File: config.mk
export PLATFORM = sky130hd
export DESIGN_NAME = branch_predict_ctrl
export DESIGN_NICKNAME = d
export VERILOG_FILES = /design/src/rtl/br_pred_pkg.sv /design/src/rtl/br_sat_counter.sv /design/src/rtl/branch_predict_ctrl.sv
export SDC_FILE = /design/constraint.sdc
export NUM_CORES = 1
export LEC_CHECK = 0
export BUFFER_PORTS_ARGS = -buffer_cell sky130_fd_sc_hd__buf_2
export CAP_MARGIN = 20
export CORE_ASPECT_RATIO = 1.2
export CORE_MARGIN = 4
export CORE_UTILIZATION = 48
export CTS_CLUSTER_SIZE = 24
export DETAILED_ROUTE_END_ITERATION = 8
export PLACE_DENSITY_LB_ADDON = 0.25
export SYNTH_ARGS = -nofsm -noshare
export SYNTH_HDL_FRONTEND = slang
export SYNTH_HIERARCHICAL = 1
export SYNTH_SLANG_ARGS = --single-unit
File: constraint.sdc
create_clock -name clk -period 4.3 [get_ports clk]
set_input_delay 0.215 -clock clk [delete_from_list [all_inputs] [get_ports clk]]
set_output_delay 0.215 -clock clk [all_outputs]
set_load 0.1 [all_outputs]
File: src/rtl/br_pred_pkg.sv
// Shared definitions for the branch predictor: opcode, 2-bit counter
// encodings, recovery FSM states and the counter reset value.
package br_pred_pkg;

    localparam logic [4:0] OP_BRANCH = 5'b11000;

    typedef enum logic [1:0] {
        SNT = 2'b00,
        WNT = 2'b01,
        WT  = 2'b10,
        ST  = 2'b11
    } ctr_t;

    typedef enum logic {
        RUN     = 1'b0,
        RECOVER = 1'b1
    } state_t;

    localparam ctr_t CTR_RESET = WNT;

endpackage

File: src/rtl/br_sat_counter.sv
// 2-bit saturating counter next-state function used on the table write path.
module br_sat_counter
    import br_pred_pkg::*;
(
    input  ctr_t ctr_i,
    input  logic taken_i,
    output ctr_t ctr_o
);

    // Step toward strong-taken on a taken outcome, toward strong-not-taken otherwise.
    always_comb begin
        ctr_o = ctr_i;
        if (taken_i) begin
            case (ctr_i)
                SNT:     ctr_o = WNT;
                WNT:     ctr_o = WT;
                WT:      ctr_o = ST;
                default: ctr_o = ST;
            endcase
        end else begin
            case (ctr_i)
                ST:      ctr_o = WT;
                WT:      ctr_o = WNT;
                WNT:     ctr_o = SNT;
                default: ctr_o = SNT;
            endcase
        end
    end

endmodule

File: src/rtl/branch_predict_ctrl.sv
// Dynamic branch predictor and misprediction-recovery controller.
// Optional statistics counters are enabled by defining BR_PRED_STATS_EN;
// without it the stat ports read 0 and no counter flops exist.
module branch_predict_ctrl
    import br_pred_pkg::*;
#(
    parameter int IDX_BITS = 4,
    parameter int PC_W     = 32
) (
    input  logic            clk,
    input  logic            rst,
    input  logic [PC_W-1:0] if_pc,
    input  logic [4:0]      if_op_code,
    output logic            pred_taken,
    input  logic            ex_valid,
    input  logic [4:0]      ex_op_code,
    input  logic [PC_W-1:0] ex_pc,
    input  logic            ex_pred_taken,
    input  logic            ex_branch,
    input  logic [PC_W-1:0] ex_target,
    input  logic            ex_stall,
    output logic            flush,
    output logic            redirect,
    output logic [PC_W-1:0] redirect_pc,
    output logic [31:0]     stat_branches,
    output logic [31:0]     stat_mispredicts
);

    localparam int ENTRIES = 1 << IDX_BITS;

    state_t              state_q;
    state_t              state_d;
    ctr_t                ctr_tbl [ENTRIES];
    ctr_t                rd_ctr;
    ctr_t                wr_cur;
    ctr_t                wr_ctr_d;
    logic [IDX_BITS-1:0] rd_idx;
    logic [IDX_BITS-1:0] wr_idx;
    logic                res;
    logic                mis;
    logic                unused_if_pc;

    assign rd_idx = if_pc[IDX_BITS+1:2];
    assign wr_idx = ex_pc[IDX_BITS+1:2];
    assign rd_ctr = ctr_tbl[rd_idx];
    assign wr_cur = ctr_tbl[wr_idx];

    // Only the index bits of the fetch PC select a counter.
    assign unused_if_pc = ^{if_pc[PC_W-1:IDX_BITS+2], if_pc[1:0]};

    // A branch resolves only when EX holds a real, unstalled branch outside recovery.
    assign res = ex_valid && (ex_op_code == OP_BRANCH) && !ex_stall && (state_q == RUN);
    assign mis = res && (ex_branch != ex_pred_taken);

    br_sat_counter u_sat (
        .ctr_i   (wr_cur),
        .taken_i (ex_branch),
        .ctr_o   (wr_ctr_d)
    );

    // One register per table entry; only the entry addressed by the resolving PC trains.
    generate
        for (genvar gi = 0; gi < ENTRIES; gi++) begin : g_entry
            localparam logic [IDX_BITS-1:0] MY_IDX = IDX_BITS'(gi);
            ctr_t entry_q;

            // Reset to weak-not-taken, then train on a resolve that hits this entry.
            always_ff @(posedge clk) begin
                if (rst) begin
                    entry_q <= CTR_RESET;
                end else if (res && (wr_idx == MY_IDX)) begin
                    entry_q <= wr_ctr_d;
                end
            end

            assign ctr_tbl[gi] = entry_q;
        end
    endgenerate

    // Recovery FSM state register; reset discards any pending recovery.
    always_ff @(posedge clk) begin
        if (rst) begin
            state_q <= RUN;
        end else begin
            state_q <= state_d;
        end
    end

    // Next state: a mispredict spends exactly one cycle in RECOVER.
    always_comb begin
        state_d = state_q;
        case (state_q)
            RUN:     state_d = mis ? RECOVER : RUN;
            RECOVER: state_d = RUN;
            default: state_d = RUN;
        endcase
    end

    // Outputs: prediction from the pre-update counter, flush/redirect on mispredict.
    always_comb begin
        pred_taken  = 1'b0;
        flush       = 1'b0;
        redirect    = 1'b0;
        redirect_pc = '0;
        if (!rst) begin
            pred_taken = (if_op_code == OP_BRANCH) && rd_ctr[1];
            if (mis) begin
                flush       = 1'b1;
                redirect    = 1'b1;
                redirect_pc = ex_branch ? ex_target : (ex_pc + PC_W'(4));
            end
        end
    end

`ifdef BR_PRED_STATS_EN
    logic [31:0] stat_br_q;
    logic [31:0] stat_mis_q;

    // Free-running, wrapping event counters for resolves and mispredicts.
    always_ff @(posedge clk) begin
        if (rst) begin
            stat_br_q  <= '0;
            stat_mis_q <= '0;
        end else begin
            if (res) stat_br_q  <= stat_br_q + 32'd1;
            if (mis) stat_mis_q <= stat_mis_q + 32'd1;
        end
    end

    assign stat_branches    = stat_br_q;
    assign stat_mispredicts = stat_mis_q;
`else
    assign stat_branches    = '0;
    assign stat_mispredicts = '0;
`endif

endmodule
After elaboration in Yosys (flattened, before gate mapping)
Index checks and enable logic that the tools add are counted.
{"block": "totals", "rom_bits": 0, "mem_count": 0, "ramBits": 0, "latch_bits": 0, "regBits": 33, "out_inout_bits": 99}
{"block": "op_classes", "bitwise_logic": 3, "addsub": 1, "muxes": 16, "order_cmp": 2, "reduce_logical": 24, "multipliers": 0, "n_eq_ne": 21, "div": 0, "shifts": 0}
{"op": "2-to-1 mux 32 bit", "n": 3}
{"op": "adder 32 x 3 -> 32 bit (second input constant)", "n": 1}
{"op": "equality test 4 bit (second input constant)", "n": 8}
{"op": "logical AND 1 bit", "n": 21}
{"op": "binary-select mux 2 bit (select 4 bit)", "n": 2}
{"op": "equality test 4 x 3 -> 1 bit (second input constant)", "n": 4}
{"op": "equality test 5 bit (second input constant)", "n": 2}
{"op": "greater-or-equal comparator 5 bit (second input constant)", "n": 2}
{"op": "2-to-1 mux 2 bit", "n": 5}
{"op": "NOT 4 -> 5 bit", "n": 2}
{"op": "equality test 4 x 2 -> 1 bit (second input constant)", "n": 2}
{"op": "case mux 2 bit (2 select lines)", "n": 2}
{"op": "equality test 2 bit (second input constant)", "n": 2}
{"op": "equality test 4 x 1 -> 1 bit (second input constant)", "n": 1}
{"op": "logical NOT 4 bit", "n": 1}
{"op": "2-to-1 mux 1 bit", "n": 3}
{"op": "equality test 2 x 1 -> 1 bit (second input constant)", "n": 1}
{"op": "logical NOT 2 bit", "n": 1}
{"op": "case mux 1 bit (2 select lines)", "n": 1}
{"op": "logical NOT 1 bit", "n": 1}
{"op": "!= test 1 bit", "n": 1}
{"op": "NOT 1 bit", "n": 1}

Longest topological paths before layout
Gate-level depths: netlist of run 1.
{"block": "depth", "word_depth": 7, "mapped_depth": 9, "depth_no_buf": 7}

Modules after synthesis
The synthesis of run 1 kept the hierarchy.
{"mod": "branch_predict_ctrl", "area_each_um2": 3428.3, "n_inst": 1, "seq_area_each_um2": 660.6, "cells_each": 406}
{"mod": "br_sat_counter", "area_each_um2": 26.3, "n_inst": 1, "seq_area_each_um2": 0.0, "cells_each": 3}

Least setup slack after synthesis of run 1
No wires, ideal clock.
{"block": "synth_timing", "kind": "flip-flop to output port", "startpoint": "register state_q", "endpoint": "output redirect_pc[27]", "arrival_time_ns": 4.082, "stages_incl_launch_ff": 6, "n_path_buf": 1, "required_ns": 4.085, "setup_slack_ns": 0.003, "path_cell_list": "dfxtp_1 nor4bb_1 buf_2 nand2_1 or3_4 nor4_1"}
{"block": "synth_via", "elab_chain_cells": 5}
{"element": "start, declared", "line": "branch_predict_ctrl.sv:31", "source": "state_t state_q;"}
{"element": "start signal, assigned", "line": "branch_predict_ctrl.sv:85", "source": "state_q <= state_d;"}
{"element": "NOT 1 bit", "line": "branch_predict_ctrl.sv:52", "source": "assign res = ex_valid && (ex_op_code == OP_BRANCH) && !ex_stall && (state_q == RUN);"}
{"element": "logical AND 1 bit", "line": "branch_predict_ctrl.sv:52"}
{"element": "logical AND 1 bit", "line": "branch_predict_ctrl.sv:53", "source": "assign mis = res && (ex_branch != ex_pred_taken);"}
{"element": "2-to-1 mux 32 bit", "line": "branch_predict_ctrl.sv:107", "source": "if (mis) begin"}
{"element": "2-to-1 mux 32 bit", "line": "branch_predict_ctrl.sv:105", "source": "if (!rst) begin"}
{"element": "end, declared", "line": "branch_predict_ctrl.sv:24", "source": "output logic [PC_W-1:0] redirect_pc,"}
Every way passes these cells.

Final worst setup path of run 1
{"block": "layout_timing", "startpoint": "input ex_op_code[1]", "endpoint": "output redirect_pc[28]"}
{"block": "layout_via", "elab_chain_cells": 7}
{"element": "start, declared", "line": "branch_predict_ctrl.sv:16", "source": "input logic [4:0] ex_op_code,"}
{"element": "equality test 5 bit", "line": "branch_predict_ctrl.sv:52"}
{"element": "logical AND 1 bit (3 in a row)", "line": "branch_predict_ctrl.sv:52"}
{"element": "logical AND 1 bit", "line": "branch_predict_ctrl.sv:53"}
{"element": "2-to-1 mux 32 bit", "line": "branch_predict_ctrl.sv:107"}
{"element": "2-to-1 mux 32 bit", "line": "branch_predict_ctrl.sv:105"}
Every way passes these cells.

==> flow_metrics.env, run 1 <==
export IMPL_antenna_left=0
export IMPL_wl_per_cell_microns=15.5
export IMPL_worst_pin_slew_ns=0.805
export IMPL_cap_viol_max_count=0
export IMPL_dp_hpwl_microns=7360
export IMPL_synth_edf_count=0
export IMPL_grt_antenna_before_repair=1
export IMPL_groute_usage_overall=0.207
export IMPL_fp_dieW_microns=85.4
export IMPL_critPathLaunchType="primary input"
export IMPL_vdd_drop_max_v=0.000202
export IMPL_fin_crit_sh=0.652
export IMPL_ctsRootBufferMaster="clkbuf_8"
export IMPL_die_h_microns=101
export IMPL_pre_cts_ws_ns=1.44
export IMPL_post_cts_buffers=0
export IMPL_ys_async_sr_fraction=0
export IMPL_drt_pass1_iter_count=4
export IMPL_reg2reg_to="g_entry[4].entry_q[0]"
export IMPL_die_area_sq_um=8620
export IMPL_cp_common_cell="buf_2"
export IMPL_syn_area_per_cell_sq_um=8.45
export IMPL_first_global_vias=3007
export IMPL_outcome="finished, final reports clean"
export IMPL_stdcell_area_sq_um=3900
export IMPL_cts_tree="done"
export IMPL_hold_class="in2reg"
export IMPL_port_buffers=118
export IMPL_rows=33
export IMPL_worst_slack_ns=1.50
export IMPL_placed_cells=588
export IMPL_dpl_instance_area_sq_um=3790
export IMPL_clkTransAtPathRegs_ns=0.06
export IMPL_grt_pass1_wl_microns=14600
export IMPL_path_class="in2out"
export IMPL_drc=0
export IMPL_tns_ns=0
export IMPL_postCtsResizedCells=0
export IMPL_worstHoldPathCells=2
export IMPL_cpPeakStageDelay_ns=0.73
export IMPL_fillers=658
export IMPL_wirelength_microns=9280
export IMPL_ys_seq_elements=33
export IMPL_initial_core_util=0.498
export IMPL_finish_utilization=0.562
export IMPL_r2r_start="g_entry[15].entry_q[1]"
export IMPL_power_leakage_nw=1.93
export IMPL_mostFrequentLayoutCell="buf_2"
export IMPL_via_count=3262
export IMPL_multi_input_area_sq_um=2380
export IMPL_timing_slew_headroom=0.461
export IMPL_place_congestion=0.848
export IMPL_synth_cell_types=43
export IMPL_worstSetupStartpoint="ex_op_code[1]"
export IMPL_arrival_ns=2.59
export IMPL_clock_latency_ns=0.29
export IMPL_p_per_area_nw_per_um2=245
export IMPL_cts_hold_buf=0
export IMPL_max_freq_mhz=357
export IMPL_drt_iter0_drc=152
export IMPL_grt_setup_unrepaired="no"
export IMPL_regArea_sq_um=661
export IMPL_routed_via_density=5.46
export IMPL_grt_overflow_total=0
export IMPL_regToRegSetupSlack_ns=1.83
export IMPL_layout_cells_most_common_list="118 x buf_2, 64 x conb_1, 44 x nor2_1"
export IMPL_clk_path_buf_depth=2
export IMPL_holdPathEnd="g_entry[8].entry_q[1]"
export IMPL_grt_max_degree=64
export IMPL_crit_slowest_cell="nor4b_4"
export IMPL_crit_fanout=23
export IMPL_ys_warn_count=6
export IMPL_worst_setup_path_end_kind="output pin"
export IMPL_synthFlopType="dfxtp_1"
export IMPL_final_layout_size_suffix_gt1_frac=0.297
export IMPL_yosysSeqAreaShare=0.191
export IMPL_crit_required_ns=4.09
export IMPL_cts_sinks=33
export IMPL_final_cells=597
export IMPL_netlist_area_sq_um=3450
export IMPL_setup_viol=0
export IMPL_io_pins=211
export IMPL_core_sq_um=6940
export IMPL_netlist_instances=409
export IMPL_finalHoldViolCount=0
export IMPL_area_delta_synth_final_pct=12.8
export IMPL_reg2reg_depth=6
export IMPL_crit_chain="buf_2 > nor4b_4 > nand2_1 > or3_4 > clkinv_2 > o311a_1 > buf_2"
export IMPL_min_from="rst"
export IMPL_nets=624
export IMPL_h_tree_depth=2
export IMPL_clock_skew_ns=0.0109
export IMPL_slew_violations=0
export IMPL_numCtsBuffers=5
export IMPL_min_period_ns=2.80
critical path, delay by kind of cell:
family	cells	cell delay [ns]
buffers and inverters	3	0.80
AO/OA/AOI/OAI	1	0.23
AND/OR/NAND/NOR	3	1.33
cells by family (layout without fill, tap and decap cells):
kind of cell,after synthesis,in the layout,share of synthesized area
AOI/OAI and AO/OA,59,59,0.151
buffers and inverters,100,137,0.189
other,1,65,0.00109
adders and majority gates,6,6,0.0210
xor gates and xnor gates,15,15,0.0380
muxes,36,36,0.155
and+or+nand+nor,159,159,0.254
DFF,33,33,0.191
layer usage:
metal | routed length, microns | share of wire | track usage | vias to the layer above
met5 | 0 | 0 | 0 | -
met4 | 158 | 0.017 | 0.0609 | 0
met3 | 652 | 0.070 | 0.0417 | 11
met2 | 4830 | 0.52 | 0.378 | 136
met1 | 3640 | 0.39 | 0.241 | 1525
li1 | - | - | - | 1590
through the flow:
step | total power, mW | hold slack [ns]
2_1_floorplan | 0.678 | 0.430
5_1_grt | 0.992 | 0.459
3_3_place_gp | 0.693 | 0.437
4_1_cts | 0.956 | 0.424
3_5_place_dp | 0.696 | 0.446
6_report | 0.953 | 0.427
synthesized netlist by cell type, types with 4 or more instances:
master,n,area share
nor3_1,6,0.0087
buf_4,66,0.14
o31a_1,9,0.023
o211a_1,11,0.032
nand2b_1,22,0.040
xnor2_1,11,0.028
a211o_1,16,0.041
nand2_1,14,0.015
ha_1,4,0.014
and4_1,5,0.013
mux4_2,14,0.091
a21oi_1,4,0.0058
buf_2,11,0.016
nand4_1,27,0.049
nor2_1,44,0.048
mux2i_1,22,0.064
nand3_1,10,0.014
nor2b_1,6,0.011
xor2_1,4,0.010
clkbuf_1,11,0.012
inv_1,8,0.0087
dfxtp_1,33,0.19
nor4_1,16,0.029
o311a_1,10,0.029
registers in the layout (all words and copies together), names as in the netlist:
register / cells
g_entry.entry_q: 32
state_q: 1
report_power, final:
group | internal [mW] | switching (mW) | total, mW
Sequential | 0.306 | 0.000101 | 0.306
Clock | 0.145 | 0.117 | 0.261
Combinational | 0.0616 | 0.325 | 0.386
layout make-up:
class,instances,area share
multi-input combinational,339,0.612
sequential,33,0.170
timing repair buffer,120,0.155
tap,87,0.0279
clock buffer,7,0.0247
inverter,9,0.00899
clock inverter,1,0.00128
antenna,1,0.000642
how the worst max path moves through the flow:
stage,slack [ns],cells after the start,end
after floorplan,0.003,5,redirect_pc[27]
after global placement,1.50,7,g_entry[14].entry_q[0]
after detailed placement,1.44,7,g_entry[6].entry_q[0]
after CTS,1.48,7,redirect_pc[28]
after global routing,1.31,7,redirect_pc[26]
final,1.50,7,redirect_pc[28]
Note: power is estimated with default switching activity, not from simulation.
==> run 2: changes to the inputs <==
--- a/config.mk
+++ b/config.mk
@@ -9,7 +9,7 @@
 export CAP_MARGIN = 20
 export CORE_ASPECT_RATIO = 1.2
 export CORE_MARGIN = 4
-export CORE_UTILIZATION = 48
+export CORE_UTILIZATION = 44
 export CTS_CLUSTER_SIZE = 24
 export DETAILED_ROUTE_END_ITERATION = 8
 export PLACE_DENSITY_LB_ADDON = 0.25
==> constraint.sdc (replaced) <==
create_clock -name clk -period 2.6 [get_ports clk]
set_input_delay 0.13 -clock clk [delete_from_list [all_inputs] [get_ports clk]]
set_output_delay 0.13 -clock clk [all_outputs]
set_load 0.1 [all_outputs]
==> run 2 against run 1 <==
Combinational power grew 69%. Highest routed layer unchanged. Global-route usage shrank 0.58 points. Sequential share of layout area shrank 2.1 points. First-iteration DRC count grew 20%. Non-clock buffer count grew 5. Register-to-register slack lost 1.6 ns. Power grew 60%. Clock skew shrank 0.0056 ns.
==> flow_metrics.env, run 2 (synthesis gave the netlist of run 1 again) <==
export IMPL_finish_utilization=0.581
export IMPL_outcome="finished, final reports clean"
export IMPL_core_sq_um=7660
export IMPL_die_area_sq_um=9340
export IMPL_initial_core_util=0.451
export IMPL_fillers=680
export IMPL_layout_cells_most_common_list="86 x buf_2, 64 x conb_1, 37 x nor2_1"
export IMPL_nets=629
export IMPL_mostFrequentLayoutCell="buf_2"
export IMPL_reg_top3="g_entry.entry_q x32, state_q x1"
export IMPL_cap_viol_max_count=0
export IMPL_die_h_microns=105
export IMPL_timing_slew_headroom=0.551
export IMPL_arrival_ns=2.32
export IMPL_ctsRootBufferMaster="clkbuf_8"
export IMPL_numCtsBuffers=5
export IMPL_drt_iter0_drc=183
export IMPL_port_buffers=118
export IMPL_h_tree_depth=2
export IMPL_first_global_vias=3013
export IMPL_worst_setup_path_end_kind="output pin"
export IMPL_grt_overflow_total=0
export IMPL_grt_antenna_before_repair=1
export IMPL_crit_required_ns=2.47
export IMPL_crit_fanout=23
export IMPL_wl_per_cell_microns=16.2
export IMPL_rows=35
export IMPL_drt_pass1_iter_count=5
export IMPL_placed_cells=598
export IMPL_min_period_ns=2.45
export IMPL_power_leakage_nw=2.02
export IMPL_total_power_mw=1.53
export IMPL_finalHoldViolCount=0
export IMPL_cts_tree="done"
export IMPL_multi_input_area_sq_um=2430
export IMPL_io_pins=211
export IMPL_worst_slack_ns=0.153
export IMPL_critPathLaunchType="flop"
export IMPL_regArea_sq_um=661
export IMPL_clkTransAtPathRegs_ns=0.07
export IMPL_antenna_left=0
export IMPL_cts_sinks=33
export IMPL_final_cells=607
export IMPL_drc=0
export IMPL_clk_path_buf_depth=2
export IMPL_max_freq_mhz=409
export IMPL_worst_pin_slew_ns=0.674
export IMPL_dp_hpwl_microns=7920
export IMPL_fp_dieW_microns=88.9
export IMPL_clock_skew_ns=0.00537
export IMPL_largest_register="g_entry.entry_q"
export IMPL_p_per_area_nw_per_um2=343
export IMPL_grt_pass1_wl_microns=15200
export IMPL_path_class="reg2out"
export IMPL_area_delta_synth_final_pct=28.9
export IMPL_grt_max_degree=64
export IMPL_setup_viol=0
export IMPL_clock_latency_ns=0.28
export IMPL_place_congestion=0.889
export IMPL_regToRegSetupSlack_ns=0.28
export IMPL_groute_usage_overall=0.201
export IMPL_wirelength_microns=9820
export IMPL_hold_class="in2reg"
export IMPL_largest_reg_flops=32
export IMPL_vdd_drop_max_v=0.000331
export IMPL_pre_cts_ws_ns=0.133
export IMPL_grt_setup_unrepaired="no"
export IMPL_final_layout_size_suffix_gt1_frac=0.319
export IMPL_slew_violations=0
export IMPL_fin_crit_sh=0.941
export IMPL_post_cts_buffers=0
export IMPL_via_count=3328
export IMPL_routed_via_density=5.48
==> run 2: cell types whose count changed in the layout (fill, tap and decap cells not counted), sizes merged <==
cell and change:
buf +5, clkbuf +1, inv +1, clkinv -2
==> run 2: final timing paths <==
check                         startpoint                      to  depth (start not counted)
setup / recovery                 state_q         redirect_pc[21]                          6
hold / removal                       rst                 state_q                          3
setup reg to reg  g_entry[12].entry_q[1]   g_entry[9].entry_q[0]                          7
hold reg to reg   g_entry[15].entry_q[0]  g_entry[15].entry_q[0]                          1
==> run 2: metal layers <==
layer  wire length, microns  vias up  GRT usage
met3                    951        6     0.0418
li1                       -     1596          -
met1                   3660     1575      0.242
met4                     77        0     0.0475
met5                      0        -          0
met2                   5130      151      0.356
==> run 2: area by class of cell <==
cell class	count	area share
Timing Repair Buffer	125	0.252
Multi-Input combinational cell	339	0.547
Antenna cell	1	0.000562
Tap cell	92	0.0259
Sequential cell	33	0.148
Clock buffer	8	0.0180
Inverter	9	0.00815
==> run 2: power breakdown <==
part           internal [mW]  total (mW)  switching, mW
sequential             0.506       0.506       0.000171
combinational          0.108       0.652          0.545
clock                  0.190       0.369          0.179
total                  0.803        1.53          0.724
==> run 2: per-stage QoR <==
| step | instance area, sq um | setup TNS (ns) | hold WS [ns] |
|---|---|---|---|
| after detailed placement | 4370 | 0 | 0.449 |
| after global placement | 4370 | 0 | 0.438 |
| after global routing | 4450 | 0 | 0.361 |
| after CTS | 4450 | 0 | 0.308 |
| after floorplan | 3740 | -0.873 | 0.430 |
| final | 4450 | 0 | 0.326 |
==> run 2: worst max-delay path, cell delays in order (launching register included) <==
cell and delay (ns):
dfxtp_1 0.32, nor4bb_2 0.35, nand2_1 0.09, or3_4 0.51, inv_4 0.27, o311a_1 0.28
buf_12 0.19
==> run 2: what timing repair did <==
item	in CTS	in global routing
hold buffers	0	0
setup endpoints to repair	0	10
gates resized for setup	0	1
